File: src/rtl/pipeline_stall_ctrl_pkg.sv
// Shared pipeline-control definitions: stall FSM state encodings and default
// timing constants for the control-transfer wait and the redirect flush.
package pipeline_stall_ctrl_pkg;

  typedef enum logic [2:0] {
    ST_RUN       = 3'd0,
    ST_CTRL_WAIT = 3'd1,
    ST_REDIRECT  = 3'd2,
    ST_IO_WAIT   = 3'd3
  } stall_state_e;

  localparam int DEF_CTRL_TIMEOUT = 7;
  localparam int DEF_FLUSH_CYCLES = 2;

endpackage

File: src/rtl/pipeline_stall_ctrl_perf.sv
// Saturating stall-cycle performance counter; holds at all-ones instead of wrapping.
module stall_perf_counter #(
  parameter int W = 16
) (
  input  logic         clk,
  input  logic         rst,
  input  logic         inc_en,
  output logic [W-1:0] count
);

  logic [W-1:0] count_reg;

  always_ff @(posedge clk or posedge rst) begin
    if (rst) begin
      count_reg <= '0;
    end else if (inc_en && (count_reg != '1)) begin
      count_reg <= count_reg + 1'b1;
    end
  end

  assign count = count_reg;

endmodule

File: src/rtl/pipeline_stall_ctrl.sv
// Consumer of the hazard requests: drives PC/IFID/IDEX/EXMEM enables and flushes
// and owns the control-transfer wait / redirect flush sequence.
module pipeline_stall_ctrl
  import pipeline_stall_ctrl_pkg::*;
#(
  parameter int CTRL_TIMEOUT = DEF_CTRL_TIMEOUT,
  parameter int FLUSH_CYCLES = DEF_FLUSH_CYCLES,
  parameter int CNT_W        = 3,
  parameter int PERF_W       = 16
) (
  input  logic              clk,
  input  logic              rst,
  input  logic              data_hazard,
  input  logic              PC_hazard,
  input  logic              pop_haz,
  input  logic              keyboard_hazard,
  input  logic              PC_update,
  output logic              PC_write_en,
  output logic              IFID_write_en,
  output logic              IFID_flush,
  output logic              IDEX_flush,
  output logic              EXMEM_write_en,
  output logic              ctrl_timeout,
  output logic [2:0]        stall_state,
  output logic [PERF_W-1:0] stall_cycles
);

  localparam logic [CNT_W-1:0] FLUSH_LOAD   = CNT_W'(FLUSH_CYCLES - 1);
  localparam logic [CNT_W-1:0] TIMEOUT_LAST = CNT_W'(CTRL_TIMEOUT - 1);
  // A single-cycle flush is fully covered by the PC_update cycle itself.
  localparam stall_state_e AFTER_UPDATE = (FLUSH_CYCLES > 1) ? ST_REDIRECT : ST_RUN;

  stall_state_e     state_reg, state_next;
  logic [CNT_W-1:0] cnt_reg, cnt_next;
  logic             timeout_reg, timeout_next;
  logic             pc_we, ifid_we, ifid_fl, idex_fl, exmem_we;

  always_ff @(posedge clk or posedge rst) begin
    if (rst) begin
      state_reg   <= ST_RUN;
      cnt_reg     <= '0;
      timeout_reg <= 1'b0;
    end else begin
      state_reg   <= state_next;
      cnt_reg     <= cnt_next;
      timeout_reg <= timeout_next;
    end
  end

  always_comb begin
    state_next   = state_reg;
    cnt_next     = cnt_reg;
    timeout_next = timeout_reg;
    pc_we        = 1'b1;
    ifid_we      = 1'b1;
    exmem_we     = 1'b1;
    ifid_fl      = 1'b0;
    idex_fl      = 1'b0;

    case (state_reg)
      ST_RUN: begin
        if (keyboard_hazard) begin
          pc_we      = 1'b0;
          ifid_we    = 1'b0;
          exmem_we   = 1'b0;
          state_next = ST_IO_WAIT;
        end else if (PC_update) begin
          ifid_fl    = 1'b1;
          cnt_next   = FLUSH_LOAD;
          state_next = AFTER_UPDATE;
        end else if (PC_hazard) begin
          pc_we      = 1'b0;
          ifid_fl    = 1'b1;
          cnt_next   = '0;
          state_next = ST_CTRL_WAIT;
        end else if (data_hazard || pop_haz) begin
          pc_we   = 1'b0;
          ifid_we = 1'b0;
          idex_fl = 1'b1;
        end
      end

      ST_CTRL_WAIT: begin
        ifid_fl = 1'b1;
        if (PC_update) begin
          cnt_next   = FLUSH_LOAD;
          state_next = AFTER_UPDATE;
        end else begin
          pc_we    = 1'b0;
          cnt_next = cnt_reg + 1'b1;
          if (cnt_reg == TIMEOUT_LAST) begin
            timeout_next = 1'b1;
            state_next   = ST_RUN;
          end
        end
      end

      ST_REDIRECT: begin
        ifid_fl = 1'b1;
        if (PC_update) begin
          cnt_next   = FLUSH_LOAD;
          state_next = AFTER_UPDATE;
        end else begin
          cnt_next = (cnt_reg == '0) ? '0 : cnt_reg - 1'b1;
          if (cnt_reg <= CNT_W'(1)) begin
            state_next = ST_RUN;
          end
        end
      end

      ST_IO_WAIT: begin
        pc_we    = 1'b0;
        ifid_we  = 1'b0;
        exmem_we = 1'b0;
        if (!keyboard_hazard) begin
          state_next = ST_RUN;
        end
      end

      default: begin
        pc_we      = 1'b0;
        ifid_we    = 1'b0;
        exmem_we   = 1'b0;
        cnt_next   = '0;
        state_next = ST_RUN;
      end
    endcase
  end

  // Reset forces the pipeline into a frozen, fully flushed condition.
  assign PC_write_en    = pc_we & ~rst;
  assign IFID_write_en  = ifid_we & ~rst;
  assign EXMEM_write_en = exmem_we & ~rst;
  assign IFID_flush     = ifid_fl | rst;
  assign IDEX_flush     = idex_fl | rst;
  assign ctrl_timeout   = timeout_reg;
  assign stall_state    = state_reg;

  stall_perf_counter #(
    .W(PERF_W)
  ) u_perf (
    .clk    (clk),
    .rst    (rst),
    .inc_en (~PC_write_en),
    .count  (stall_cycles)
  );

endmodule

File: config.mk
export PLATFORM = sky130hd
export DESIGN_NAME = pipeline_stall_ctrl
export DESIGN_NICKNAME = d
export VERILOG_FILES = /design/src/rtl/pipeline_stall_ctrl_pkg.sv /design/src/rtl/pipeline_stall_ctrl_perf.sv /design/src/rtl/pipeline_stall_ctrl.sv
export SDC_FILE = /design/constraint.sdc
export NUM_CORES = 1
export LEC_CHECK = 0
export BUFFER_PORTS_ARGS = -buffer_cell sky130_fd_sc_hd__buf_4
export CAP_MARGIN = 10
export CORE_UTILIZATION = 49
export DETAILED_ROUTE_END_ITERATION = 8
export GPL_ROUTABILITY_DRIVEN = 0
export MAX_ROUTING_LAYER = met4
export PLACE_DENSITY = 0.76
export SLEW_MARGIN = 20
export SYNTH_ARGS = -nofsm -noshare
export SYNTH_HDL_FRONTEND = slang
export SYNTH_SLANG_ARGS = --single-unit
File: constraint.sdc
create_clock -name clk -period 1.8 [get_ports clk]
set_input_delay 0.27 -clock clk [delete_from_list [all_inputs] [get_ports clk]]
set_output_delay 0.27 -clock clk [all_outputs]
set_load 0.1 [all_outputs]
==> summary.txt, run 1 <==
Layout area overhead - 63.5%
flip-flop and latch count after synthesis - 22
Max Fclk - 475 MHz
first-pass GRT wire length - 6560 um
# Max-Cap Violations - 0
max reg flops - 16
TritonCTS buffer count - 3
cell count after synthesis - 148
Root Driver - clkbuf_4
I/O pin total - 32
Antenna diodes - 0
largest net degree at the start of global routing - 17
layout cells sized above 1 - 62.4%
Final min period - 2.11 ns
library cells used by synthesis - 40
mean post-synth cell area - 10.4 um^2
setup TNS - -3.96 ns
Worst setup SP type - flip-flop
# setup viols final - 23
full die area - 3370 um^2
via count - 1376
origin of the critical flop-to-flop path - stall_state[1]
failing checks - DRC, setup timing
H-tree depth - 1
Syn Nets - 167
Seq/Total Area, Yosys - 35.7%
outcome - finished, violations left
crit path kind - flip-flop to output pin
Post-Syn Area - 1540 um^2
die height - 58.1 um
Clock Skews - 0.00921 ns
Die Width - 58.1 um
count of input and output buffers - 30
Max Buffers Root-to-Sink - 2
site row count - 19
drt initial violations - 66
1st-pass router iterations - 6
leading cell type in the layout, fill and taps excluded - buf_4
nets - 233
Routed Antenna Nets - 0
routed vias/inst - 5.40
Final WS setup - -0.305 ns
final worst-path cycle share - 117%
Initial Util - 53.5%
Critical Path Sink Type - output pin
DR WL/cell - 16.6 um
Clock Sink Count - 22
initial antenna violation count - 0
Core ar. - 2880 um^2
Synthesis Warnings - 0
Routed WL - 4220 um
CTS tree - built
worst setup path startpoint - stall_state[1]
RSZ-0062 raised after global routing - yes
Post-DP HPWL - 2780 um
Clock Latency Late Sink - 0.32 ns
DRC Markers - 2
Required @ worst endpoint - 1.53 ns
CP max FO - 4
Hold Fails Final Rpt - 0
Hold WC Path Type - primary input to async pin
vias in the first global route - 1393
most frequent cells in the layout - buf_4, dfrtp_4, xor2_1
Tot GR Track Use - 26.9%
critical path data arrival time - 1.84 ns
Final Slew Violations - 0
total gr overflow - 0
Clock transition at path regs - 0.13 ns
fin util - 87.6%
==> final timing paths <==
kind | slack [ns] | to | cells after the start
worst min register to register | 0.50 | ctrl_timeout | 1
min in group clk | 0.24 | cnt_reg[1] | 2
max in group asynchronous | 0.87 | stall_state[0] | 3
worst min-delay path | 0.17 | u_perf.count[1] | 3
worst max-delay path | -0.31 | IFID_write_en | 7
worst max register to register | -0.25 | u_perf.count[14] | 10
==> stage by stage <==
step | area, um^2 | worst slack, ns | hold slack [ns] | std cells
after floorplan | 1770 | -0.341 | 0.322 | 148
after global placement | 2190 | -0.00852 | 0.303 | 238
after detailed placement | 2190 | -0.0532 | 0.311 | 238
after CTS | 2440 | -0.293 | 0.165 | 250
after global routing | 2520 | -0.336 | 0.218 | 255
final | 2520 | -0.305 | 0.169 | 255
==> layout make-up <==
cell class / count / area (um^2)
Timing Repair Buffer: 64 / 609
Clock buffer: 4 / 36.3
Inverter: 11 / 46.3
Multi-Input combinational cell: 112 / 1160
Sequential cell: 22 / 613
Tap cell: 42 / 52.6
Fill cell: 140 / 358
==> cells by family (layout without fill, tap and decap cells) <==
| logic type | after synthesis | count (layout) | share of synthesized area [%] |
|---|---|---|---|
| DFF | 22 | 22 | 35.7 |
| other | 1 | 1 | 0.243 |
| xor gates and xnor gates | 14 | 14 | 7.96 |
| buffers and inverters | 14 | 79 | 4.63 |
| AOI/OAI and AO/OA | 24 | 24 | 12.3 |
| adders and majority gates | 12 | 12 | 9.75 |
| muxes | 6 | 6 | 4.55 |
| and+or+nand+nor | 55 | 55 | 24.8 |
==> cell usage after synthesis, drive strengths merged <==
library cell	n	area, um^2
o21a	2	15.0
conb	1	3.75
o211ai	2	15.0
nor4b	1	15.0
a22oi	2	15.0
a31o	1	8.76
inv	11	41.3
mux2i	1	10.0
buf	3	30.0
o32ai	1	8.76
a22o	2	17.5
nand3	6	30.0
or2	1	8.76
o21ai	8	43.8
ha	12	150
a21boi	1	18.8
or2b	1	8.76
a31oi	1	21.3
o41a	1	11.3
nor3	7	70.1
nand4	6	50.0
nand2b	2	12.5
xor2	14	123
nor2b	2	20.0
nand2	10	37.5
dfrtp	22	551
a21oi	3	15.0
nor2	13	51.3
nor4	6	77.6
mux2	5	60.1
==> what timing repair did <==
item,4_1_cts,5_1_grt
endpoints found under the setup margin,19,24
pin swaps,5,7
gates resized for setup,37,8
buffers inserted,7,5
hold buffers,1,0
hold endpoints to repair,6,0
==> routing by layer <==
| layer | routed length [um] | vias to the layer above | part of all wire [%] | GRT usage [%] |
|---|---|---|---|---|
| met2 | 2170 | 42 | 51 | 44.8 |
| met3 | 155 | 6 | 3.7 | 2.90 |
| li1 | - | 652 | - | - |
| met1 | 1860 | 676 | 44 | 34.4 |
| met4 | 47 | 0 | 1.1 | 8.16 |
| met5 | 0 | - | 0 | - |
==> critical path, cell delays in order, from the launching register on <==
cell and delay, ns:
dfrtp_4 0.53, inv_4 0.07, ha_4 0.13, nor2b_4 0.21
buf_6 0.13, o21a_4 0.12, o41a_4 0.15, buf_12 0.17
Power of run 1 is not shown: default switching activity piles up to over one toggle a cycle in this logic, so the estimate is an artifact.
==> inputs of run 2 (changes only) <==
- CORE_MARGIN: not set -> 10
- TNS_END_PERCENT: not set -> 5
==> run 2 against run 1 <==
Against the previous run:
- the flow finishes with violations (setup timing)
- cell area is 9.4% lower
- via count fell by 1.9%
- critical path depth stayed put
- global-route usage fell by 13 points
- utilization down 12 points
- cell count is 2.0% lower
- maximum frequency down 1.2%
- clock-buffer cell count unchanged
- sequential share of layout area increased by 0.88 points
- clock skew shrank 0.0043 ns
- non-clock buffer count shrank 7
- largest cell class unchanged
==> summary.txt, run 2 (same netlist as run 1, synthesis figures left out) <==
most frequent cells in the layout - buf_4, xor2_1, dfrtp_2
Worst path slowest cell - dfrtp_4
total gr overflow - 0
1st-pass router iterations - 4
I/O pin total - 32
drt initial violations - 113
nets - 226
pre-CTS WS - -0.140 ns
layout cells sized above 1 - 58.3%
placed insts - 238
Worst Reg-to-Reg Cells - 8
largest net degree at the start of global routing - 13
Final Cell Area - 2280 um^2
final worst-path cycle share - 118%
Required @ worst endpoint - 1.53 ns
Hold Fails Final Rpt - 0
Antenna diodes - 0
worst setup path startpoint - stall_state[0]
Max Buffers Root-to-Sink - 2
Final WS setup - -0.331 ns
Clock Skews - 0.00486 ns
vias in the first global route - 1423
CP max FO - 4
crit path cell chain - inv_4 > ha_4 > nor2b_4 > buf_6 > o21a_4 > o41a_4 > buf_12
TritonCTS buffer count - 3
Die Width - 76.1 um
H-tree depth - 1
count of input and output buffers - 30
routed vias/inst - 5.40
Clock Latency Late Sink - 0.32 ns
Max Fclk - 469 MHz
Tot GR Track Use - 14.0%
first-pass GRT wire length - 6690 um
# hold bufs at CTS - 0
initial antenna violation count - 0
Clock transition at path regs - 0.14 ns
RSZ-0062 raised after global routing - yes
post-route insts no fill - 250
die height - 76.1 um
Root Driver - clkbuf_4
Hold WC Path Type - primary input to async pin
Final Slew Violations - 0
full die area - 5790 um^2
critical path data arrival time - 1.86 ns
Core ar. - 3030 um^2
DRC Markers - 0
max reg flops - 16
# Max-Cap Violations - 0
Area after DPL - 2020 um^2
setup TNS - -3.49 ns
Initial Util - 50.9%
Worst setup SP type - flip-flop
Critical Path Sink Type - output pin
max incr delay on CP - 0.54 ns
flop2flop setup slack - -0.20 ns
Routed Antenna Nets - 0
Clock Sink Count - 22
fillcell total - 199
Routed WL - 4160 um
leading cell type in the layout, fill and taps excluded - buf_4
crit path kind - flip-flop to output pin
outcome - finished, violations left
CTS tree - built
failing checks - setup timing
site row count - 20
# setup viols final - 23
r2r endpoint - u_perf.count[14]
origin of the critical flop-to-flop path - stall_state[1]
Layout area overhead - 48.2%
DR WL/cell - 16.6 um
Final min period - 2.13 ns
Post-DP HPWL - 2910 um
via count - 1350
run 2: changes by cell type in the layout (fill, tap and decap cells not counted), moves of 4 or more:
cell / delta
nor3_2: +7
dfrtp_4: -14
nor3_4: -7
buf_12: -4
dfrtp_2: +12
run 2: metal layers:
layer | track usage [%] | up-vias | share of wire (%)
met3 | 2.12 | 8 | 4.2
met4 | 6.69 | 0 | 2.3
met5 | - | - | 0
li1 | - | 632 | -
met2 | 24.1 | 44 | 52
met1 | 15.4 | 666 | 41
run 2: stage by stage:
stage | hold slack [ns] | utilization (%)
after floorplan | 0.321 | -
after global placement | 0.459 | 66.7
after detailed placement | 0.461 | 66.7
after CTS | 0.113 | 72.7
after global routing | 0.138 | 75.4
final | 0.120 | 75.4
run 2: worst max-delay path: cells and delay by family (launching register included):
kind            cells  cell delay (ns)
fa+ha+maj           1             0.13
buf+inv             3             0.37
compound gates      2             0.28
simple gates        1             0.21
flops               1             0.54
run 2: final cells by class:
class	instances	area, um^2	area share [%]
Sequential cell	22	576	25.2
Timing Repair Buffer	57	508	22.3
Tap cell	44	55.1	2.41
Inverter	11	46.3	2.03
Clock buffer	4	36.3	1.59
Multi-Input combinational cell	112	1060	46.5
run 2: worst max path at each step:
| stage | end | slack [ns] | cells past startpoint |
|---|---|---|---|
| 2_1_floorplan | IFID_write_en | -0.34 | 5 |
| 3_3_place_gp | u_perf.count[1] | -0.04 | 8 |
| 3_5_place_dp | u_perf.count[14] | -0.14 | 7 |
| 4_1_cts | IFID_flush | -0.31 | 7 |
| 5_1_grt | IFID_write_en | -0.40 | 6 |
| 6_report | IFID_write_en | -0.33 | 7 |
run 2: what timing repair did:
action | CTS | global route
buffers inserted | 6 | 2
resized for setup | 24 | 13
endpoints found under the setup margin | 22 | 24
pin swaps | 7 | 5
Power of run 2 is left out for the same reason.
==> inputs of run 3 (changes only) <==
- BUFFER_PORTS_ARGS: -buffer_cell sky130_fd_sc_hd__buf_4 -> not set
- CORE_UTILIZATION: 49 -> 56
- DONT_BUFFER_PORTS: not set -> 1
- PLACE_DENSITY: 0.76 -> 0.74
==> run 3 against run 2 <==
Against the previous run:
- die area fell by 9.3%
- first-iteration DRC count is 26% higher
- flip-flop and latch count is the same
- clock-buffer cell count fell by 1
- the run still ends with setup timing left
- critical path type unchanged
- critical endpoint unchanged
==> summary.txt, run 3 (same netlist as run 1, synthesis figures left out) <==
crit path kind - flip-flop to output pin
final worst-path cycle share - 121%
nets - 226
full die area - 5250 um^2
Layout area overhead - 44.8%
Core ar. - 2540 um^2
multi-input logic area - 1030 um^2
Area after DPL - 2030 um^2
failing checks - setup timing
Tot GR Track Use - 17.9%
Routed Antenna Nets - 0
routed vias/inst - 6.08
drt initial violations - 142
Hold WC Path Type - primary input to flip-flop
1st-pass router iterations - 4
Antenna diodes - 0
Clock transition at path regs - 0.13 ns
setup TNS - -5.19 ns
Hold Fails Final Rpt - 0
Die Width - 72.4 um
site row count - 18
largest net degree at the start of global routing - 15
Final WS setup - -0.387 ns
fillcell total - 118
Max Buffers Root-to-Sink - 2
Post-DP HPWL - 3130 um
layout cells sized above 1 - 55.3%
leading cell type in the layout, fill and taps excluded - buf_4
first-pass GRT wire length - 7420 um
# setup viols final - 22
most frequent cells in the layout - buf_4, xor2_1, dfrtp_2
total gr overflow - 0
DRC Markers - 0
critical path data arrival time - 1.92 ns
Critical Path Sink Type - output pin
pre-CTS WS - -0.108 ns
Max Fclk - 457 MHz
Clock Sink Count - 22
Root Driver - clkbuf_4
Final Cell Area - 2230 um^2
TritonCTS buffer count - 3
die height - 72.4 um
RSZ-0062 raised after global routing - yes
vias in the first global route - 1477
max reg flops - 16
Routed WL - 5130 um
Final min period - 2.19 ns
outcome - finished, violations left
# Max-Cap Violations - 0
CTS tree - built
Reg area - 576 um^2
flop2flop setup slack - -0.31 ns
Clock Latency Late Sink - 0.32 ns
Worst setup SP type - flip-flop
count of input and output buffers - 0
I/O pin total - 32
H-tree depth - 1
Final Slew Violations - 0
initial antenna violation count - 0
DR WL/cell - 21.8 um
Initial Util - 60.5%
via count - 1435
CP max FO - 5
worst slew pin tran - 0.900 ns
Clock Skews - 0.00236 ns
Rel. slew slack - 40.0%
Required @ worst endpoint - 1.53 ns
==> run 3: cell type report <==
class | count | area share, %
multi-input combinational | 112 | 46.4
sequential | 22 | 25.8
timing repair buffer | 57 | 21.7
inverter | 11 | 2.08
tap | 30 | 1.68
clock inverter | 1 | 1.35
clock buffer | 3 | 1.01
==> run 3: routing by layer <==
| layer | up-vias | share of wire, % | track usage (%) |
|---|---|---|---|
| li1 | 636 | - | - |
| met1 | 684 | 37 | 19.9 |
| met2 | 84 | 49 | 30.2 |
| met3 | 31 | 8.0 | 4.76 |
| met4 | 0 | 6.2 | 6.12 |
| met5 | - | 0 | - |
==> run 3: worst paths after layout <==
kind | from | endpoint | cells past startpoint
worst max-delay path | stall_state[0] | IFID_write_en | 5
worst min-delay path | PC_update | cnt_reg[1] | 1
worst max register to register | stall_state[0] | u_perf.count[14] | 9
worst min register to register | u_perf.count[12] | u_perf.count[12] | 1
max in group asynchronous | rst | stall_state[1] | 3
min in group asynchronous | rst | u_perf.count[15] | 2
==> run 3: worst max-delay path: stages, from the launching register on <==
cell	delay, ns
dfrtp_4	0.53
ha_2	0.20
nor2_1	0.23
buf_4	0.17
o21a_4	0.12
o41a_4	0.33
==> run 3: repair_timing <==
action                                  CTS  global route
resized for setup                         7             5
buffers inserted                          8             2
hold endpoints to repair                  8             0
hold buffers                              1             0
endpoints found under the setup margin   22            23
pin swaps                                 5             4
==> run 3: metrics by stage <==
stage,std cells,util [%],hold WS [ns]
finish,236,87.6,0.0778
global route,236,87.6,0.0804
CTS,234,85.9,0.0431
detailed placement,221,79.7,0.208
global placement,221,79.7,0.195
floorplan,148,-,0.321
Power of run 3 is left out for the same reason.
